`src/rtl/seven_seg_scan.sv`:
```
// seven_seg_scan: drives the Nexys A7 8-digit common-anode display from eight character words.
// Takes one snapshot of all words per frame, blanks at each digit change, and registers every output.
// Optional whole-display flashing is built only when SEVEN_SEG_BLINK_EN is defined.
module seven_seg_scan #(
  parameter int unsigned REFRESH_DIV  = 100000,
  parameter int unsigned BLANK_CYC    = 1000,
  parameter int unsigned BLINK_FRAMES = 64
) (
  input  logic       clock,
  input  logic       reset,
  input  logic [6:0] d1,
  input  logic [6:0] d2,
  input  logic [6:0] d3,
  input  logic [6:0] d4,
  input  logic [6:0] d5,
  input  logic [6:0] d6,
  input  logic [6:0] d7,
  input  logic [6:0] d8,
  input  logic       blink,
  output logic [7:0] an,
  output logic [6:0] seg,
  output logic       dp,
  output logic       frame_start
);

  localparam int unsigned CNT_W = (REFRESH_DIV > 2) ? $clog2(REFRESH_DIV) : 1;
  localparam logic [CNT_W-1:0] CNT_LAST = CNT_W'(REFRESH_DIV - 1);

  logic [CNT_W-1:0] r_cnt;
  logic [2:0]       r_idx;
  logic [7:0][6:0]  r_shadow;

  logic [7:0][6:0]  w_words;
  logic [6:0]       w_cur;
  logic             w_cnt_last;
  logic             w_frame_end;
  logic             w_snap;
  logic             w_gap;
  logic             w_blink_off;

  assign w_words     = {d8, d7, d6, d5, d4, d3, d2, d1};
  assign w_cur       = r_shadow[r_idx];
  assign w_cnt_last  = (r_cnt == CNT_LAST);
  assign w_frame_end = w_cnt_last && (r_idx == 3'd7);
  assign w_snap      = (r_cnt == '0) && (r_idx == 3'd0);
  assign w_gap       = (32'(r_cnt) < BLANK_CYC);

  // Character code to active-low {g,f,e,d,c,b,a}; anything unlisted is dark.
  function automatic logic [6:0] f_decode(input logic [4:0] code);
    logic [6:0] s;
    case (code)
      5'h00:   s = 7'h40;
      5'h01:   s = 7'h79;
      5'h02:   s = 7'h24;
      5'h03:   s = 7'h30;
      5'h04:   s = 7'h19;
      5'h05:   s = 7'h61;
      5'h06:   s = 7'h12;
      5'h07:   s = 7'h06;
      5'h08:   s = 7'h07;
      5'h09:   s = 7'h41;
      5'h0A:   s = 7'h0C;
      5'h0B:   s = 7'h03;
      5'h0C:   s = 7'h46;
      5'h0D:   s = 7'h47;
      5'h0E:   s = 7'h11;
      5'h0F:   s = 7'h42;
      default: s = 7'h7F;
    endcase
    return s;
  endfunction

`ifdef SEVEN_SEG_BLINK_EN
  localparam int unsigned FR_W = (BLINK_FRAMES > 2) ? $clog2(BLINK_FRAMES) : 1;
  localparam logic [FR_W-1:0] FR_LAST = FR_W'(BLINK_FRAMES - 1);

  logic [FR_W-1:0] r_frame_cnt;
  logic            r_blink_phase;

  // Frame counter: flips the blink phase every BLINK_FRAMES completed frames.
  always_ff @(posedge clock) begin
    if (reset) begin
      r_frame_cnt   <= '0;
      r_blink_phase <= 1'b0;
    end else if (w_frame_end) begin
      if (r_frame_cnt == FR_LAST) begin
        r_frame_cnt   <= '0;
        r_blink_phase <= ~r_blink_phase;
      end else begin
        r_frame_cnt <= r_frame_cnt + 1'b1;
      end
    end
  end

  assign w_blink_off = blink & r_blink_phase;
`else
  logic w_unused_blink;
  assign w_unused_blink = blink ^ (BLINK_FRAMES == 0);
  assign w_blink_off    = 1'b0;
`endif

  // Slot timer and digit index; the index advances when the slot timer wraps.
  always_ff @(posedge clock) begin
    if (reset) begin
      r_cnt <= '0;
      r_idx <= 3'd0;
    end else if (w_cnt_last) begin
      r_cnt <= '0;
      r_idx <= r_idx + 3'd1;
    end else begin
      r_cnt <= r_cnt + 1'b1;
    end
  end

  // Frame snapshot of all eight words, with a one-cycle marker afterwards.
  always_ff @(posedge clock) begin
    if (reset) begin
      r_shadow    <= '0;
      frame_start <= 1'b0;
    end else begin
      frame_start <= w_snap;
      if (w_snap) begin
        r_shadow <= w_words;
      end
    end
  end

  // Registered display drive: dark in the gap or blink-off phase, else the selected digit.
  always_ff @(posedge clock) begin
    if (reset || w_gap || w_blink_off) begin
      an  <= 8'hFF;
      seg <= 7'h7F;
      dp  <= 1'b1;
    end else begin
      an  <= ~(8'h01 << r_idx);
      seg <= w_cur[6] ? f_decode(w_cur[5:1]) : 7'h7F;
      dp  <= w_cur[0] | ~w_cur[6];
    end
  end

endmodule

```
`config.mk`:
```
export PLATFORM = sky130hd
export DESIGN_NAME = seven_seg_scan
export DESIGN_NICKNAME = d
export VERILOG_FILES = /design/src/rtl/seven_seg_scan.sv
export SDC_FILE = /design/constraint.sdc
export NUM_CORES = 1
export LEC_CHECK = 0
export ABC_CLOCK_PERIOD_IN_PS = 2700
export CAP_MARGIN = 25
export CORE_ASPECT_RATIO = 1.2
export CORE_MARGIN = 2
export CORE_UTILIZATION = 25
export CTS_CLUSTER_DIAMETER = 150
export DETAILED_ROUTE_END_ITERATION = 7
export PLACE_DENSITY_LB_ADDON = 0.1
export SLEW_MARGIN = 20
export SYNTH_ARGS = -nofsm -noshare
export SYNTH_HDL_FRONTEND = slang
export SYNTH_SLANG_ARGS = --single-unit
```
`constraint.sdc`:
```
create_clock -name clock -period 2.7 [get_ports clock]
set_input_delay 0.54 -clock clock [delete_from_list [all_inputs] [get_ports clock]]
set_output_delay 0.54 -clock clock [all_outputs]
set_load 0.01 [all_outputs]
```
==> out/qor.csv <==
stage;metric;value;unit
run_status;outcome;finished, final reports clean;
job;maxCapViolations;0;
drt;vias;3228;
power_and_ir_drop;leakagePower;1.985;nW
critical_path;rrSetupSlack;0.30;ns
floorplan;die-width;124.4;microns
placed_design;place.gp.congestion;0.7639;
sta;skew;0.009920;ns
cells_and_area;fin_util;0.3267;
clock_tree;cts_hold_buffers;0;
clock_tree;clk_path_buf_depth;2;
cells_and_area;layout-drive-gt1-share;0.2294;
sta;tightest_slew;0.6605;ns
logic_synthesis;syn_area_per_cell;9.625;sq um
drt;firstDrtPassIters;4;
cells_and_area;register_area;1862;sq um
drt;drc;0;
drt;drt_first_iter_violations;119;
cells_and_area;fillers;1742;
sta;period_share;0.8882;
critical_path;critical_path_buf_inv_count;1;
logic_synthesis;synth.distinct_cells;44;
logic_synthesis;syn_area;4350;sq um
sta;setup_viol;0;
drt;postRouteAntennaNets;0;
drt;routed_wl;10510;microns
sta;slew-limit-headroom;0.5563;
clock_tree;h-tree-depth;3;
sta;fmax;417.0;MHz
logic_synthesis;synth_edf_count;0;
sta;drv_slew;0;
sta;layout_setup_ws;0.3018;ns
power_and_ir_drop;peakVddDrop;280.9;uV
drt;wl_per_cell;14.22;microns
logic_synthesis;ys_warn_count;0;
cells_and_area;fin_nets;590;
logic_synthesis;syn_nets;524;
cells_and_area;antenna_cells;0;
sta;period_needed;2.398;ns
global_routing;grt_max_degree;57;
critical_path;crit_path_top_delay_cell;dfxtp_1;
logic_synthesis;synthCells;452;
floorplan;floorplan.rows;52;
clock_tree;clk-insertion-delay-late;0.35;ns
placed_design;io_buffer_count;74;
critical_path;critPathTopFamily;multiplexers;
sta;grt_setup_unrepaired;false;
logic_synthesis;netlist.area_leader.share;0.4280;
power_and_ir_drop;p_per_area;601.7;nW/um^2
logic_synthesis;ys_seq_area_frac;0.4280;
critical_path;crit_chain;mux4_2 > mux2i_2 > inv_1 > ha_1 > a21oi_1 > mux2_2 > nand2_1;
placed_design;dp_slack;0.3086;ns
clock_tree;cts_setup_buffers;0;
critical_path;cp_slowest_stage_delay;0.73;ns
floorplan;io_pins;76;
global_routing;grt_pass1_vias;3413;
clock_tree;cts_made_buffers;9;
cells_and_area;area_delta_synth_final;27.52;%
clock_tree;cts_root_buffer;clkbuf_16;
global_routing;grt_overflow_total;0;
sta;finalHoldViolCount;0;
critical_path;critPathArrivalTime;2.63;ns
logic_synthesis;synth.cells.most_frequent;nand2_1 (104), dfxtp_1 (93), a21oi_2 (40), nand2_2 (30), nor2_1 (26);
logic_synthesis;synth_seq_cells;93;
logic_synthesis;yosysMostFrequentCell;nand2_1;
global_routing;grt_pass1_wl;17370;microns
critical_path;cp-start-kind;flip-flop;
cells_and_area;multi_input_area;2223;sq um
critical_path;crit_type;flip-flop to flip-flop;
global_routing;antenna_found_initial;0;
sta;tns;0;ns
critical_path;worstPathRequired;2.93;ns
floorplan;initial_core_util;0.2562;
logic_synthesis;synth_area_leader_cell;dfxtp_1;
floorplan;chipHeight;148.5;microns
global_routing;grt_usage;0.1195;
drt;avgViaCountPerCell;4.368;
critical_path;path_max_fanout;12;
floorplan;core;16980;sq um
logic_synthesis;yosys-top-cells-area;dfxtp_1 (43%), nand2_1 (9.0%), a21oi_2 (8.1%), mux4_2 (7.2%), nand2_2 (4.3%);
placed_design;dp_hpwl;7545;microns
floorplan;die_area;18480;sq um
clock_tree;ctsResizeCount;0;
logic_synthesis;ys.flop_type;dfxtp_1;
clock_tree;path_clk_slew;0.07;ns
critical_path;cp-end-kind;flip-flop;
clock_tree;clock_sinks;93;
logic_synthesis;async_reset_ff_frac;0;
clock_tree;cts_tree;built;
hold_path;hp-class;flip-flop to flip-flop;
per-layer routing:
| metal | part of all wire | track usage |
|---|---|---|
| met3 | 0.024 | 0.01942 |
| met1 | 0.44 | 0.1387 |
| met2 | 0.52 | 0.2161 |
| met5 | 0 | 0 |
| met4 | 0.017 | 0.05393 |
power breakdown:
group	switching, mW	internal (mW)	total [mW]
Sequential	0.0429	1.46	1.50
Clock	0.525	0.792	1.32
Combinational	0.276	0.245	0.520
cells in the final DEF, fill, tap and decap left out, types with 3 or more instances in the layout:
| cell type | Yosys | final |
|---|---|---|
| nand3_1 | 9 | 9 |
| mux4_2 | 14 | 14 |
| inv_1 | 10 | 10 |
| clkdlybuf4s50_1 | 0 | 73 |
| nor2_1 | 26 | 26 |
| ha_1 | 13 | 13 |
| a21oi_1 | 17 | 17 |
| a21oi_2 | 40 | 40 |
| nor3b_1 | 4 | 4 |
| dfxtp_1 | 93 | 93 |
| mux2i_1 | 8 | 8 |
| nand4_1 | 5 | 5 |
| clkbuf_8 | 0 | 3 |
| xor2_1 | 10 | 10 |
| xnor2_1 | 7 | 7 |
| o21ai_0 | 3 | 3 |
| mux2_2 | 3 | 3 |
| nand2_2 | 30 | 30 |
| buf_4 | 4 | 9 |
| nor3_1 | 4 | 4 |
| clkbuf_16 | 0 | 9 |
| nand2_1 | 104 | 104 |
stage by stage:
step           hold slack, ns  instances  total power [mW]  cell area [sq um]
2_1_floorplan          0.4286        452             1.911               4350
6_report               0.4494        739             3.338               5548
3_5_place_dp           0.4437        723             2.061               5235
5_1_grt                0.4731        739             3.500               5548
4_1_cts                0.4516        739             3.398               5548
3_3_place_gp           0.4373        723             2.058               5235
worst reg2reg max path, stage by stage (launching register included):
cell and delay, ns:
dfxtp_1 0.73, mux4_2 0.44, mux2i_2 0.35, inv_1 0.18
ha_1 0.27, a21oi_1 0.11, mux2_2 0.15, nand2_1 0.04
final cells by class:
cell class,instances,area share
inverter,11,0.007442
clock inverter,3,0.007668
sequential,93,0.3356
multi-input combinational,319,0.4008
timing repair buffer,84,0.1511
clock buffer,13,0.04871
tap,216,0.04871
cell families after synthesis:
group	count (synthesis)	share of synthesized area
AND/OR/NAND/NOR	195	0.2128
flip-flops	93	0.4280
AO/OA/AOI/OAI	67	0.1196
buffers and inverters	40	0.06097
multiplexers	27	0.1070
XOR/XNOR	17	0.03422
adder cells (fa/ha/maj)	13	0.03739
flip-flops by register name, summed over array words and instances (netlist names):
name	cells
r_shadow	56
r_cnt	17
an	8
seg	7
r_idx	3
dp	1
frame_start	1
worst paths after layout:
path	start	endpoint	cells after the start
max	r_idx[1]	seg[2]	7
min	r_shadow[17]	r_shadow[17]	2
max reg2reg	r_idx[1]	seg[2]	7
min reg2reg	r_shadow[17]	r_shadow[17]	2
Power figures use the tool's default switching activity.
